==> src/rtl/csi_pkg.sv <==
// csi_pkg: shared definitions for the CSI-2 packet decoder.
//   - data type constants for the short sync packets and RAW8
//   - FSM state encoding
//   - ecc6(): 6-bit header Hamming code over bytes B0..B2
//   - crc16_byte(): one byte of the payload CRC (poly 0x1021 reflected, LSB first)
package csi_pkg;

  localparam logic [5:0]  DT_FS       = 6'h00;
  localparam logic [5:0]  DT_FE       = 6'h01;
  localparam logic [5:0]  DT_LS       = 6'h02;
  localparam logic [5:0]  DT_LE       = 6'h03;
  localparam logic [5:0]  DT_RAW8     = 6'h2A;
  // Data types below this value are short packets (no payload).
  localparam logic [5:0]  DT_LONG_MIN = 6'h10;

  localparam logic [15:0] CRC_INIT    = 16'hFFFF;
  localparam logic [15:0] CRC_POLY_R  = 16'h8408;

  typedef enum logic [2:0] {
    ST_IDLE,
    ST_HDR0,
    ST_HDR1,
    ST_CHECK,
    ST_PAYLOAD,
    ST_CRC
  } state_e;

  // Each parity bit is the XOR of the header bits selected by its mask
  // (d[7:0]=B0, d[15:8]=B1, d[23:16]=B2).
  function automatic logic [5:0] ecc6(input logic [23:0] d);
    logic [5:0] p;
    p[0] = ^(d & 24'hF12CB7);
    p[1] = ^(d & 24'hF2555B);
    p[2] = ^(d & 24'h749A6D);
    p[3] = ^(d & 24'hB8E38E);
    p[4] = ^(d & 24'hDF03F0);
    p[5] = ^(d & 24'hEFFC00);
    return p;
  endfunction

  function automatic logic [15:0] crc16_byte(input logic [15:0] crc, input logic [7:0] b);
    logic [15:0] c;
    c = crc;
    for (int i = 0; i < 8; i++) begin
      if (c[0] ^ b[i]) c = (c >> 1) ^ CRC_POLY_R;
      else             c = c >> 1;
    end
    return c;
  endfunction

endpackage

==> src/rtl/csi_crc16.sv <==
// csi_crc16: payload CRC accumulator, two bytes per cycle.
//   clk_i, rst_i   clock, async active-high reset (crc -> FFFF)
//   clr_i          reload FFFF (takes priority over en_i)
//   en_i           fold data_i into the CRC, byte [7:0] first then [15:8]
//   data_i         two payload bytes
//   crc_o          current CRC value
module csi_crc16
  import csi_pkg::*;
(
  input  logic        clk_i,
  input  logic        rst_i,
  input  logic        clr_i,
  input  logic        en_i,
  input  logic [15:0] data_i,
  output logic [15:0] crc_o
);

  logic [15:0] crc_q, crc_d;

  always_comb begin
    crc_d = crc_q;
    if (clr_i)     crc_d = CRC_INIT;
    else if (en_i) crc_d = crc16_byte(crc16_byte(crc_q, data_i[7:0]), data_i[15:8]);
  end

  always_ff @(posedge clk_i or posedge rst_i) begin
    if (rst_i) crc_q <= CRC_INIT;
    else       crc_q <= crc_d;
  end

  assign crc_o = crc_q;

endmodule

==> src/rtl/csi_packet_decoder.sv <==
// csi_packet_decoder: CSI-2 packet parser for a 2-lane byte-merged stream.
//   mipi_clk, reset        byte clock, async active-high reset
//   rx_stop                burst ended/aborted: return to IDLE
//   pkt_start              next valid word carries header bytes 0,1
//   in_valid, in_data      {lane1 byte, lane0 byte}, lane0 is earlier
//   frame_start/frame_end  FS/FE short packet strobes
//   line_start/line_end    LS/LE short packets or first/last RAW8 word
//   pix_valid/pix_data/pix_x  RAW8 pixel pair and x of pix_data[7:0]
//   ecc_err/crc_err/fmt_err   single-cycle error pulses
// All outputs are registered.
module csi_packet_decoder
  import csi_pkg::*;
#(
  parameter int         MAX_WC  = 4096,
  parameter logic [5:0] RAW8_DT = DT_RAW8,
  parameter logic [1:0] VC_SEL  = 2'd0
) (
  input  logic        mipi_clk,
  input  logic        reset,
  input  logic        rx_stop,
  input  logic        pkt_start,
  input  logic        in_valid,
  input  logic [15:0] in_data,
  output logic        frame_start,
  output logic        frame_end,
  output logic        line_start,
  output logic        line_end,
  output logic        pix_valid,
  output logic [15:0] pix_data,
  output logic [11:0] pix_x,
  output logic        ecc_err,
  output logic        crc_err,
  output logic        fmt_err
);

  localparam logic [15:0] MAX_WC_W = 16'(MAX_WC);

  state_e      state_q, state_d;
  state_e      tgt_q, tgt_d;     // where CHECK resolves to
  state_e      act;              // state whose word handling applies this cycle
  logic [7:0]  di_q, di_d;
  logic [7:0]  wc_lo_q, wc_lo_d;
  logic [14:0] nwords_q, nwords_d;
  logic [14:0] cnt_q, cnt_d;
  logic        pix_en_q, pix_en_d;

  logic        fs_q, fs_d, fe_q, fe_d, ls_q, ls_d, le_q, le_d;
  logic        pv_q, pv_d;
  logic [15:0] pd_q, pd_d;
  logic [11:0] px_q, px_d;
  logic        ecc_q, ecc_d, crc_q, crc_d, fmt_q, fmt_d;

  logic        crc_clr, crc_en;
  logic [15:0] crc_val;

  logic [15:0] hdr_wc;
  logic [5:0]  hdr_dt;
  logic        vc_ok, ecc_ok, last_word, mid_pkt;

  csi_crc16 u_crc (
    .clk_i  (mipi_clk),
    .rst_i  (reset),
    .clr_i  (crc_clr),
    .en_i   (crc_en),
    .data_i (in_data),
    .crc_o  (crc_val)
  );

  // CHECK only holds the registered header verdict for one cycle. A word that
  // arrives while in CHECK is handled as if the FSM were already in the target
  // state, so a payload word directly after the header is not lost.
  assign act       = (state_q == ST_CHECK) ? tgt_q : state_q;
  assign hdr_wc    = {in_data[7:0], wc_lo_q};
  assign hdr_dt    = di_q[5:0];
  assign vc_ok     = (di_q[7:6] == VC_SEL);
  assign ecc_ok    = (in_data[15:8] == {2'b00, ecc6({in_data[7:0], wc_lo_q, di_q})});
  assign last_word = (cnt_q == nwords_q - 15'd1);
  // A short packet that already completed (CHECK resolving to IDLE) is not
  // an interrupted packet.
  assign mid_pkt   = (state_q == ST_HDR1) || (act == ST_PAYLOAD) || (act == ST_CRC);

  always_comb begin
    state_d  = state_q;
    tgt_d    = tgt_q;
    di_d     = di_q;
    wc_lo_d  = wc_lo_q;
    nwords_d = nwords_q;
    cnt_d    = cnt_q;
    pix_en_d = pix_en_q;
    fs_d     = 1'b0;
    fe_d     = 1'b0;
    ls_d     = 1'b0;
    le_d     = 1'b0;
    pv_d     = 1'b0;
    pd_d     = pd_q;
    px_d     = px_q;
    ecc_d    = 1'b0;
    crc_d    = 1'b0;
    fmt_d    = 1'b0;
    crc_clr  = 1'b0;
    crc_en   = 1'b0;

    if (rx_stop) begin
      state_d = ST_IDLE;
      fmt_d   = mid_pkt;
    end else if (pkt_start) begin
      state_d = ST_HDR0;
      fmt_d   = (act == ST_PAYLOAD) || (act == ST_CRC);
    end else begin
      state_d = act;
      if (in_valid) begin
        case (act)
          ST_HDR0: begin
            di_d    = in_data[7:0];
            wc_lo_d = in_data[15:8];
            state_d = ST_HDR1;
          end
          ST_HDR1: begin
            state_d  = ST_CHECK;
            tgt_d    = ST_IDLE;
            crc_clr  = 1'b1;
            cnt_d    = '0;
            nwords_d = hdr_wc[15:1];
            pix_en_d = (hdr_dt == RAW8_DT) && vc_ok;
            if (!ecc_ok) begin
              ecc_d = 1'b1;
            end else if (hdr_dt < DT_LONG_MIN) begin
              if (vc_ok) begin
                case (hdr_dt)
                  DT_FS:   fs_d = 1'b1;
                  DT_FE:   fe_d = 1'b1;
                  DT_LS:   ls_d = 1'b1;
                  DT_LE:   le_d = 1'b1;
                  default: ;
                endcase
              end
            end else if (hdr_wc[0] || (hdr_wc > MAX_WC_W)) begin
              fmt_d = 1'b1;
            end else begin
              tgt_d = (hdr_wc == 16'd0) ? ST_CRC : ST_PAYLOAD;
            end
          end
          ST_PAYLOAD: begin
            crc_en = 1'b1;
            if (pix_en_q) begin
              pv_d = 1'b1;
              pd_d = in_data;
              px_d = {cnt_q[10:0], 1'b0};
              ls_d = (cnt_q == 15'd0);
              le_d = last_word;
            end
            cnt_d = cnt_q + 15'd1;
            if (last_word) state_d = ST_CRC;
          end
          ST_CRC: begin
            crc_d   = (in_data != crc_val);
            state_d = ST_IDLE;
          end
          default: ;
        endcase
      end
    end
  end

  always_ff @(posedge mipi_clk or posedge reset) begin
    if (reset) begin
      state_q  <= ST_IDLE;
      tgt_q    <= ST_IDLE;
      di_q     <= '0;
      wc_lo_q  <= '0;
      nwords_q <= '0;
      cnt_q    <= '0;
      pix_en_q <= 1'b0;
      fs_q     <= 1'b0;
      fe_q     <= 1'b0;
      ls_q     <= 1'b0;
      le_q     <= 1'b0;
      pv_q     <= 1'b0;
      pd_q     <= '0;
      px_q     <= '0;
      ecc_q    <= 1'b0;
      crc_q    <= 1'b0;
      fmt_q    <= 1'b0;
    end else begin
      state_q  <= state_d;
      tgt_q    <= tgt_d;
      di_q     <= di_d;
      wc_lo_q  <= wc_lo_d;
      nwords_q <= nwords_d;
      cnt_q    <= cnt_d;
      pix_en_q <= pix_en_d;
      fs_q     <= fs_d;
      fe_q     <= fe_d;
      ls_q     <= ls_d;
      le_q     <= le_d;
      pv_q     <= pv_d;
      pd_q     <= pd_d;
      px_q     <= px_d;
      ecc_q    <= ecc_d;
      crc_q    <= crc_d;
      fmt_q    <= fmt_d;
    end
  end

  assign frame_start = fs_q;
  assign frame_end   = fe_q;
  assign line_start  = ls_q;
  assign line_end    = le_q;
  assign pix_valid   = pv_q;
  assign pix_data    = pd_q;
  assign pix_x       = px_q;
  assign ecc_err     = ecc_q;
  assign crc_err     = crc_q;
  assign fmt_err     = fmt_q;

endmodule

==> config.mk <==
export PLATFORM = sky130hd
export DESIGN_NAME = csi_packet_decoder
export DESIGN_NICKNAME = d
export VERILOG_FILES = /design/src/rtl/csi_pkg.sv /design/src/rtl/csi_crc16.sv /design/src/rtl/csi_packet_decoder.sv
export SDC_FILE = /design/constraint.sdc
export NUM_CORES = 1
export LEC_CHECK = 0
export BUFFER_PORTS_ARGS = -buffer_cell sky130_fd_sc_hd__clkbuf_2
export CAP_MARGIN = 5
export CELL_PAD_IN_SITES_DETAIL_PLACEMENT = 0
export CELL_PAD_IN_SITES_GLOBAL_PLACEMENT = 2
export CORE_ASPECT_RATIO = 2
export CORE_MARGIN = 2
export CORE_UTILIZATION = 23
export DETAILED_ROUTE_END_ITERATION = 16
export GPL_TIMING_DRIVEN = 1
export HOLD_SLACK_MARGIN = 0.1
export PLACE_DENSITY = 0.63
export SYNTH_ARGS = -nofsm -noshare
export SYNTH_HDL_FRONTEND = slang
export SYNTH_HIERARCHICAL = 1
export SYNTH_SLANG_ARGS = --single-unit
export TNS_END_PERCENT = 10
==> constraint.sdc <==
create_clock -name mipi_clk -period 2.75 [get_ports mipi_clk]
set_clock_uncertainty 0.15 [all_clocks]
set_input_delay 0.275 -clock mipi_clk [delete_from_list [all_inputs] [get_ports mipi_clk]]
set_output_delay 0.275 -clock mipi_clk [all_outputs]
set_load 0.01 [all_outputs]
# Word level (Yosys, flattened, before mapping)
# Index checks and enable logic that the tools add are counted.
# W data, S select, Z words.
# totals
regBits	104
output_inout_bits	36
word_cells	212
# op_classes
n_addsub	2
magnitude_cmp	2
eq_ne	13
muxes	122
bitwise_logic	34
reduce_logical	21
# ops
op	n
$mux W16	48
$reduce_xor A24 Y1	6
$mux W1	62
$not A2 Y3	16
$pmux W15 S2	1
$mux W3	8
$gt A16 B13 Y1 const B	1
$logic_not A16 Y1	1
$ne A16 B16 Y1	1
$xor A1 B1 Y1	16
$add A15 B1 Y15 const B	1
$eq A15 B15 Y1	1
$logic_not A15 Y1	1
$sub A15 B1 Y15 const B	1
$eq A6 B2 Y1 const B	2
$pmux W3 S4	1
$reduce_and A4 Y1	3
$eq A3 B2 Y1 const B	3
$eq A8 B6 Y1	1
$eq A3 B3 Y1 const B	2
$eq A6 B1 Y1 const B	1
$eq A6 B6 Y1 const B	1
$logic_not A6 Y1	1
$lt A6 B5 Y1 const B	1
8 further kinds	14

# Depth between registers and ports, before layout
# Gate-level depths: netlist (run 1).
# logic_depth
word_depth	69
depth_mapped	11
depth_no_buf	8

# By module
# Netlist (run 1), hierarchy kept.
# by_module_without_submodules
mod	n_inst	cells_per_inst	area_each_um2	seq_area_each_um2
csi_packet_decoder	1	531	5250.0	2177.1
csi_crc16	1	112	1167.4	420.4

# Worst setup path after synthesis (run 1)
# No wires, ideal clock.
# synth_timing
path_type	register -> register
start	reg state_q[0]
end	reg u_crc.crc_q[7], in the netlist u_crc/crc_o[7]
arrival_time_ns	2.381
t_required_ns	2.527
path_slack_ns	0.146
stages_incl_launch_ff	12
path_buffers	5
synth_period_minus_slack_ns	2.604
path_cell_list	dfrtp_1 -> buf_4 -> nand2b_1 -> or2_1 -> or2_1 -> buf_2 -> clkinv_1 -> buf_1 -> clkbuf_1 -> clkbuf_1 -> nor3_1 -> a21oi_1
# synth_between
elab_chain_len	8
# synth_rtl
element	line	text
start: declaration	csi_packet_decoder.sv:38	state_e state_q, state_d;
start signal: assignment	csi_packet_decoder.sv:185	state_q <= state_d;
$eq A3 B2 Y1	csi_packet_decoder.sv:72	assign act = (state_q == ST_CHECK) ? tgt_q : state_q;
$mux W3 *	csi_packet_decoder.sv:72	
$eq A3 B2 Y1 *	csi_packet_decoder.sv:112	case (act)
$mux W1 *	csi_packet_decoder.sv:112	
$mux W1 *	csi_packet_decoder.sv:111	if (in_valid) begin
$mux W1 *	csi_packet_decoder.sv:106	end else if (pkt_start) begin
$mux W1 *	csi_packet_decoder.sv:103	if (rx_stop) begin
via crc_clr	csi_packet_decoder.sv:53	logic crc_clr, crc_en;
$mux W16 / $reduce_bool A2 Y1 (equally long branches)	-	
end signal: assignment	csi_crc16.sv:28	else crc_q <= crc_d;
end: declaration	csi_crc16.sv:18	logic [15:0] crc_q, crc_d;
# Mark *: on every way through the listed nets, which the timed path passes. The rest lies on a longest branch.
# A chain may end at the register's enable or synchronous reset.

# Final worst setup path (run 1)
# layout_timing
start	reg di_q[2]
end	reg tgt_q[2]
# layout_between
elab_chain_len	3
# layout_rtl
element	line	text
start: declaration	csi_packet_decoder.sv:41	logic [7:0] di_q, di_d;
start signal: assignment	csi_packet_decoder.sv:187	di_q <= di_d;
$lt A6 B5 Y1, or another cell as far along	csi_packet_decoder.sv:127	end else if (hdr_dt < DT_LONG_MIN) begin
$mux W3 / $eq A8 B6 Y1 (equally long branches)	csi_packet_decoder.sv:127, csi_packet_decoder.sv:76	
$mux W3 *	csi_packet_decoder.sv:125	if (!ecc_ok) begin
end signal: assignment	csi_packet_decoder.sv:186	tgt_q <= tgt_d;
end: declaration	csi_packet_decoder.sv:39	state_e tgt_q, tgt_d;
# Mark *: on every way between the ends. The rest lies on a longest branch, timed or not.

==> flow_summary.json, run 1 <==
{
  "vias": 4916,
  "htree_levels": 3,
  "hold_class": "input port to flop",
  "p_per_area_nw_per_um2": 926,
  "clock_sinks": 103,
  "place.detailed.hpwl_um": 18500,
  "path_class": "flop to flop",
  "grt_pass1_vias": 5183,
  "multi_input_area_um2": 3540,
  "layout-drive-gt1-share_pct": 23.9,
  "via_per_inst": 4.48,
  "slew_violations": 0,
  "crit_fanout": 6,
  "num_rows": 86,
  "syn-num-nets": 686,
  "gr-total-overflow": 0,
  "dr.pass1.iters": 4,
  "cts_tree": "yes",
  "ioPinCount": 57,
  "whs_ns": 0.131,
  "dp_cells": 1076,
  "crit_required_ns": 2.90,
  "max_freq_mhz": 373,
  "clock_path_buffers": 2,
  "worstRegToRegCells": 9,
  "outcome": "finished clean",
  "dieArea_um2": 29300,
  "routed_wl_um": 22300,
  "cts_buffers": 9,
  "initialDrtViolationCount": 142,
  "postLayoutCoreUtil_pct": 28.3,
  "tightest_slew_ns": 0.730,
  "leakage_uw": 0.00357,
  "area_delta_synth_final_pct": 21.5,
  "setup_violations": 0,
  "synth_edf_count": 0,
  "avgSynthCellArea_um2": 9.98,
  "fin_nets": 784,
  "drc_errors": 0,
  "gp_congestion": 0.869,
  "netlist_area_um2": 6420,
  "peakVddDrop_v": 0.000725,
  "worst_slack_ns": 0.0661,
  "rr_startpoint": "di_q[2]",
  "netlist_instances": 643,
  "synthArstFlopShare_pct": 100,
  "initial_core_util_pct": 23.3,
  "startpoint_type": "flop",
  "relSlewSlack_pct": 51.3,
  "grt_max_degree": 44,
  "pre_cts_ws_ns": 0.0193,
  "whs_path_depth": 4,
  "fin_setup_tns_ns": 0,
  "grtUsageTotal_pct": 15.8,
  "die_h_um": 240,
  "clock_latency_ns": 0.37,
  "diodes": 0,
  "root_buffer": "clkbuf_16",
  "synth_flop_cell": "dfrtp_1",
  "synth_cell_types": 71,
  "core_area_um2": 27500,
  "synth-seq-cells": 103,
  "whs_endpoint": "di_q[7]",
  "yosysWarnings": 6,
  "antenna_found_initial": 0,
  "grt_pass1_wl_um": 32600,
  "r2r_end": "tgt_q[2]",
  "fin_crit_sh_pct": 97.6,
  "register_area_um2": 2600,
  "fill_cells": 3029,
  "io_buffers": 55,
  "end_kind": "flop",
  "min_from": "in_data[7]",
  "postRouteAntennaNets": 0,
  "post-route-min-period_ns": 2.68,
  "reg2reg_slack_ns": 0.07,
  "final_cells": 1098,
  "path_clk_slew_ns": 0.07,
  "die_w_um": 122,
  "hold_viol_final": 0,
  "max_cap_violations": 0,
  "wire_per_inst_um": 20.3,
  "cp.arrival_ns": 2.84,
  "ys_seq_area_share_pct": 40.5
}
==> critical path: stages (launching register included) <==
cell and delay (ns):
dfrtp_1 0.37, inv_1 0.08, ha_1 0.35, xnor2_2 0.23
xnor3_1 0.45, xnor2_1 0.14, a211o_1 0.32, nor4_4 0.21
buf_4 0.17, a32o_1 0.15
==> synth_stat cells (all sizes together), types with 3 or more instances <==
| master | instances | share of area, % |
|---|---|---|
| a211o | 8 | 1.1 |
| nand2b | 8 | 0.78 |
| a21oi | 14 | 1.1 |
| and3 | 5 | 0.49 |
| a211oi | 3 | 0.35 |
| dfrtp | 87 | 34 |
| mux2 | 17 | 3.0 |
| xor2 | 29 | 4.0 |
| or2 | 9 | 0.88 |
| mux2i | 5 | 0.78 |
| nand3 | 13 | 1.0 |
| o21ai | 52 | 4.1 |
| nand2 | 59 | 3.5 |
| ha | 22 | 4.3 |
| nor4 | 6 | 0.82 |
| a31oi | 4 | 0.39 |
| a2111oi | 6 | 1.3 |
| xnor3 | 12 | 4.2 |
| nand4b | 3 | 0.41 |
| xnor2 | 87 | 12 |
| nand4 | 10 | 0.97 |
| nor3 | 11 | 0.94 |
| nor2b | 3 | 0.29 |
| dfstp | 16 | 6.6 |
| inv | 43 | 2.5 |
| o2111ai | 3 | 0.41 |
| nor2 | 38 | 2.2 |
| clkbuf | 19 | 1.1 |
| nor4b | 3 | 0.74 |
| buf | 13 | 1.2 |
| and2 | 3 | 0.29 |
==> routing by layer <==
metal	track usage, %	part of all wire [%]
met4	11.7	7.6
met1	12.7	30
met3	2.18	2.1
met5	0	0
met2	32.6	61
==> cell type report <==
cell class	instances	area share, %
Tap cell	352	5.65
Sequential cell	103	33.3
Clock inverter	6	0.690
Timing Repair Buffer	119	9.79
Multi-Input combinational cell	464	45.5
Clock buffer	10	2.94
Inverter	44	2.15
==> power breakdown <==
part / switching [µW] / internal (µW)
combinational: 1900 / 1940
clock: 657 / 630
sequential: 266 / 1820
==> cell families (layout without fill, tap and decap cells) <==
group / count (synthesis) / in the layout / share of synthesized area, %
simple gates: 178 / 178 / 14.4
flops: 103 / 103 / 40.5
xor+xnor: 128 / 128 / 20.4
other cells: 1 / 1 / 0.0584
buf+inv: 76 / 179 / 4.87
mux: 22 / 22 / 3.76
compound gates: 113 / 113 / 11.8
fa+ha+maj: 22 / 22 / 4.29
==> placed cells by master, fill, tap and decap left out, types with 16 or more instances in the layout <==
cell,synthesis,layout
nor2_1,38,38
ha_1,22,21
o21ai_0,43,43
nand2_1,59,59
inv_1,42,40
clkbuf_2,0,55
buf_4,3,61
dfstp_2,16,16
xor2_1,29,29
dfrtp_1,87,87
xnor2_1,86,84
==> worst max path at each step <==
stage,start,end,slack [ns],cells past startpoint
2_1_floorplan,reset,cnt_q[0],0.07,1
3_5_place_dp,di_q[2],line_end,0.02,8
3_3_place_gp,di_q[2],line_start,0.03,8
6_report,di_q[2],tgt_q[2],0.07,9
4_1_cts,di_q[2],line_end,0.06,8
5_1_grt,wc_lo_q[3],tgt_q[2],-0.02,9
==> metrics by stage <==
stage | total power (µW) | instance area, µm²
after floorplan | 4780 | 6420
after global placement | 5900 | 7430
after detailed placement | 5890 | 7430
after CTS | 7230 | 7750
after global routing | 7610 | 7790
final | 7220 | 7790
==> flip-flops by register name (all words and copies together), names as in the netlist <==
name         cells
cnt_q           15
crc_err          1
di_q             8
ecc_err          1
fmt_err          1
frame_end        1
frame_start      1
line_end         1
line_start       1
nwords_q        15
pix_data        16
pix_en_q         1
pix_valid        1
pix_x           11
state_q          3
tgt_q            2
u_crc/crc_o     16
wc_lo_q          8
==> timing repair <==
item	in CTS	in global routing
buffers inserted	0	3
hold buffers	3	0
gates resized for setup	1	4
pin swaps	0	3
hold endpoints to repair	42	0
endpoints found under the setup margin	1	5
No activity file was read; power rests on OpenSTA's default activity.
==> run 2, diff against run 1 <==
Settings changed: CORE_UTILIZATION 23 to 35, PLACE_DENSITY 0.63 to 0.85, REMOVE_ABC_BUFFERS set to 1.
==> run 2 against run 1 <==
Against the previous run:
- the run now ends with setup timing left
- final cell count fell by 13%
- core utilization is 13 points higher
- largest power group unchanged
- global-route usage is 4.3 points higher
- die area decreased by 34%
- flip-flop and latch count did not move
- via count grew 1.4%
- critical endpoint is now tgt_q[0]
- critical path depth shrank 1
- hold slack got worse by 0.015 ns
- register-to-register slack got worse by 0.11 ns
==> flow_summary.json, run 2 (same netlist as run 1, synthesis figures left out) <==
{
  "hold_class": "input port to flop",
  "layout_common_cells": "dfrtp_1 (87), xnor2_1 (86), nand2_1 (59)",
  "ioPinCount": 57,
  "reg2reg_slack_ns": -0.05,
  "whs_endpoint": "wc_lo_q[4]",
  "gr-total-overflow": 0,
  "r2r_end": "tgt_q[0]",
  "slew_violations": 0,
  "gp_congestion": 0.913,
  "register_area_um2": 2600,
  "violations": "setup timing",
  "hold_viol_final": 0,
  "relSlewSlack_pct": 54.9,
  "io_buffers": 55,
  "outcome": "finished with violations",
  "path_clk_slew_ns": 0.07,
  "final_common_cell": "dfrtp_1",
  "dieArea_um2": 19500,
  "peakVddDrop_v": 0.000785,
  "p_per_area_nw_per_um2": 938,
  "worstRegToRegCells": 8,
  "rr_startpoint": "wc_lo_q[0]",
  "whs_path_depth": 3,
  "leakage_uw": 0.00354,
  "grt_pass1_vias": 5206,
  "htree_levels": 3,
  "postRouteAntennaNets": 0,
  "fin_area_um2": 7570,
  "place_area_um2": 7210,
  "place.detailed.hpwl_um": 14900,
  "initialDrtViolationCount": 180,
  "grt_max_degree": 45,
  "wire_per_inst_um": 19.7,
  "dp_cells": 930,
  "via_per_inst": 5.23,
  "die_w_um": 99.8,
  "fin_crit_sh_pct": 102,
  "setup_violations": 4,
  "core_area_um2": 18100,
  "cp.arrival_ns": 2.94,
  "area_delta_synth_final_pct": 18.0,
  "die_h_um": 195,
  "vias": 4983,
  "crit_required_ns": 2.89,
  "dr.pass1.iters": 4,
  "max_cap_violations": 0,
  "critPathSlowestCell": "nor4_4",
  "final_cells": 953,
  "crit_buf_inv": 1,
  "clock_latency_ns": 0.36,
  "cts_buffers": 9,
  "worst_slack_ns": -0.0478,
  "clock_sinks": 103,
  "antenna_found_initial": 0,
  "num_rows": 70,
  "max_stage_delay_ns": 0.42,
  "cts_tree": "yes",
  "multi_input_area_um2": 3530,
  "root_buffer": "clkbuf_16",
  "end_kind": "flop",
  "postLayoutCoreUtil_pct": 41.8,
  "grtUsageTotal_pct": 20.1,
  "diodes": 0,
  "startpoint_type": "flop",
  "routed_wl_um": 18800,
  "min_from": "in_data[12]",
  "tightest_slew_ns": 0.675,
  "grt_pass1_wl_um": 29600,
  "path_class": "flop to flop",
  "clock_path_buffers": 2,
  "rsz0062_at_grt": "true",
  "whs_ns": 0.117,
  "initial_core_util_pct": 35.4,
  "max_freq_mhz": 357,
  "layout-drive-gt1-share_pct": 23.1,
  "pre_cts_ws_ns": -0.0302,
  "crit_chain": "inv_2 -> ha_4 -> xnor3_1 -> xnor2_1 -> or3_1 -> a211o_1 -> nor4_4 -> a32o_2",
  "fin_nets": 775,
  "crit_fanout": 6,
  "fill_cells": 1771,
  "crit_family": "simple AND/OR/NAND/NOR gates",
  "drc_errors": 0,
  "post-route-min-period_ns": 2.80
}
run 2: cell count changes in the layout (fill, tap and decap cells not counted), moves of 2 or more:
cell     before  now
buf_4        61   50
buf_12        0    2
xnor2_2       2    0
inv_8         2    0
xnor2_1      84   86
inv_6         0    2
run 2: worst max path at each step:
stage	cells past startpoint	startpoint	to
2_1_floorplan	7	state_q[0]	cnt_q[6]
3_3_place_gp	9	in_data[5]	tgt_q[0]
3_5_place_dp	9	in_data[5]	tgt_q[0]
4_1_cts	8	di_q[5]	tgt_q[0]
5_1_grt	8	wc_lo_q[0]	tgt_q[0]
6_report	8	wc_lo_q[0]	tgt_q[0]
run 2: repair_timing:
action,CTS,global route
hold buffers,3,0
gates resized for setup,0,6
endpoints found under the hold margin,30,0
setup buffers,0,4
setup endpoints to repair,0,10
run 2: tightest hold or removal path: cells and delay by family:
kind	cells	cell delay, ns
compound gates	1	0.07
buf+inv	1	0.18
simple gates	1	0.06
run 2: cell type report:
cell class	count	area share, %
repair buffers	110	9.52
clock inverters	5	0.545
flip-flops and latches	103	34.3
inverters	44	2.20
multi-input cells	464	46.7
clock buffers	11	3.21
well taps	216	3.57
run 2: layer usage:
| metal | GRT usage, % | vias to the layer above | wire length [µm] |
|---|---|---|---|
| met5 | 0 | - | 0 |
| met4 | 13.9 | 0 | 1350 |
| met3 | 2.51 | 53 | 545 |
| met2 | 38.0 | 123 | 10600 |
| met1 | 19.6 | 2439 | 6290 |
| li1 | - | 2368 | - |
run 2: report_power, final:
| group | switching [µW] | internal, µW | leakage (µW) |
|---|---|---|---|
| registers | 261 | 1820 | 0.00131 |
| clock network | 624 | 649 | 0.000133 |
| logic | 1890 | 1860 | 0.00209 |
| total | 2770 | 4330 | 0.00354 |
run 2: per-stage QoR:
step	setup TNS (ns)	power (µW)
floorplan	-7.94	4760
global placement	0	5730
detailed placement	-0.0744	5780
CTS	0	7090
global route	-0.639	7510
finish	-0.156	7100
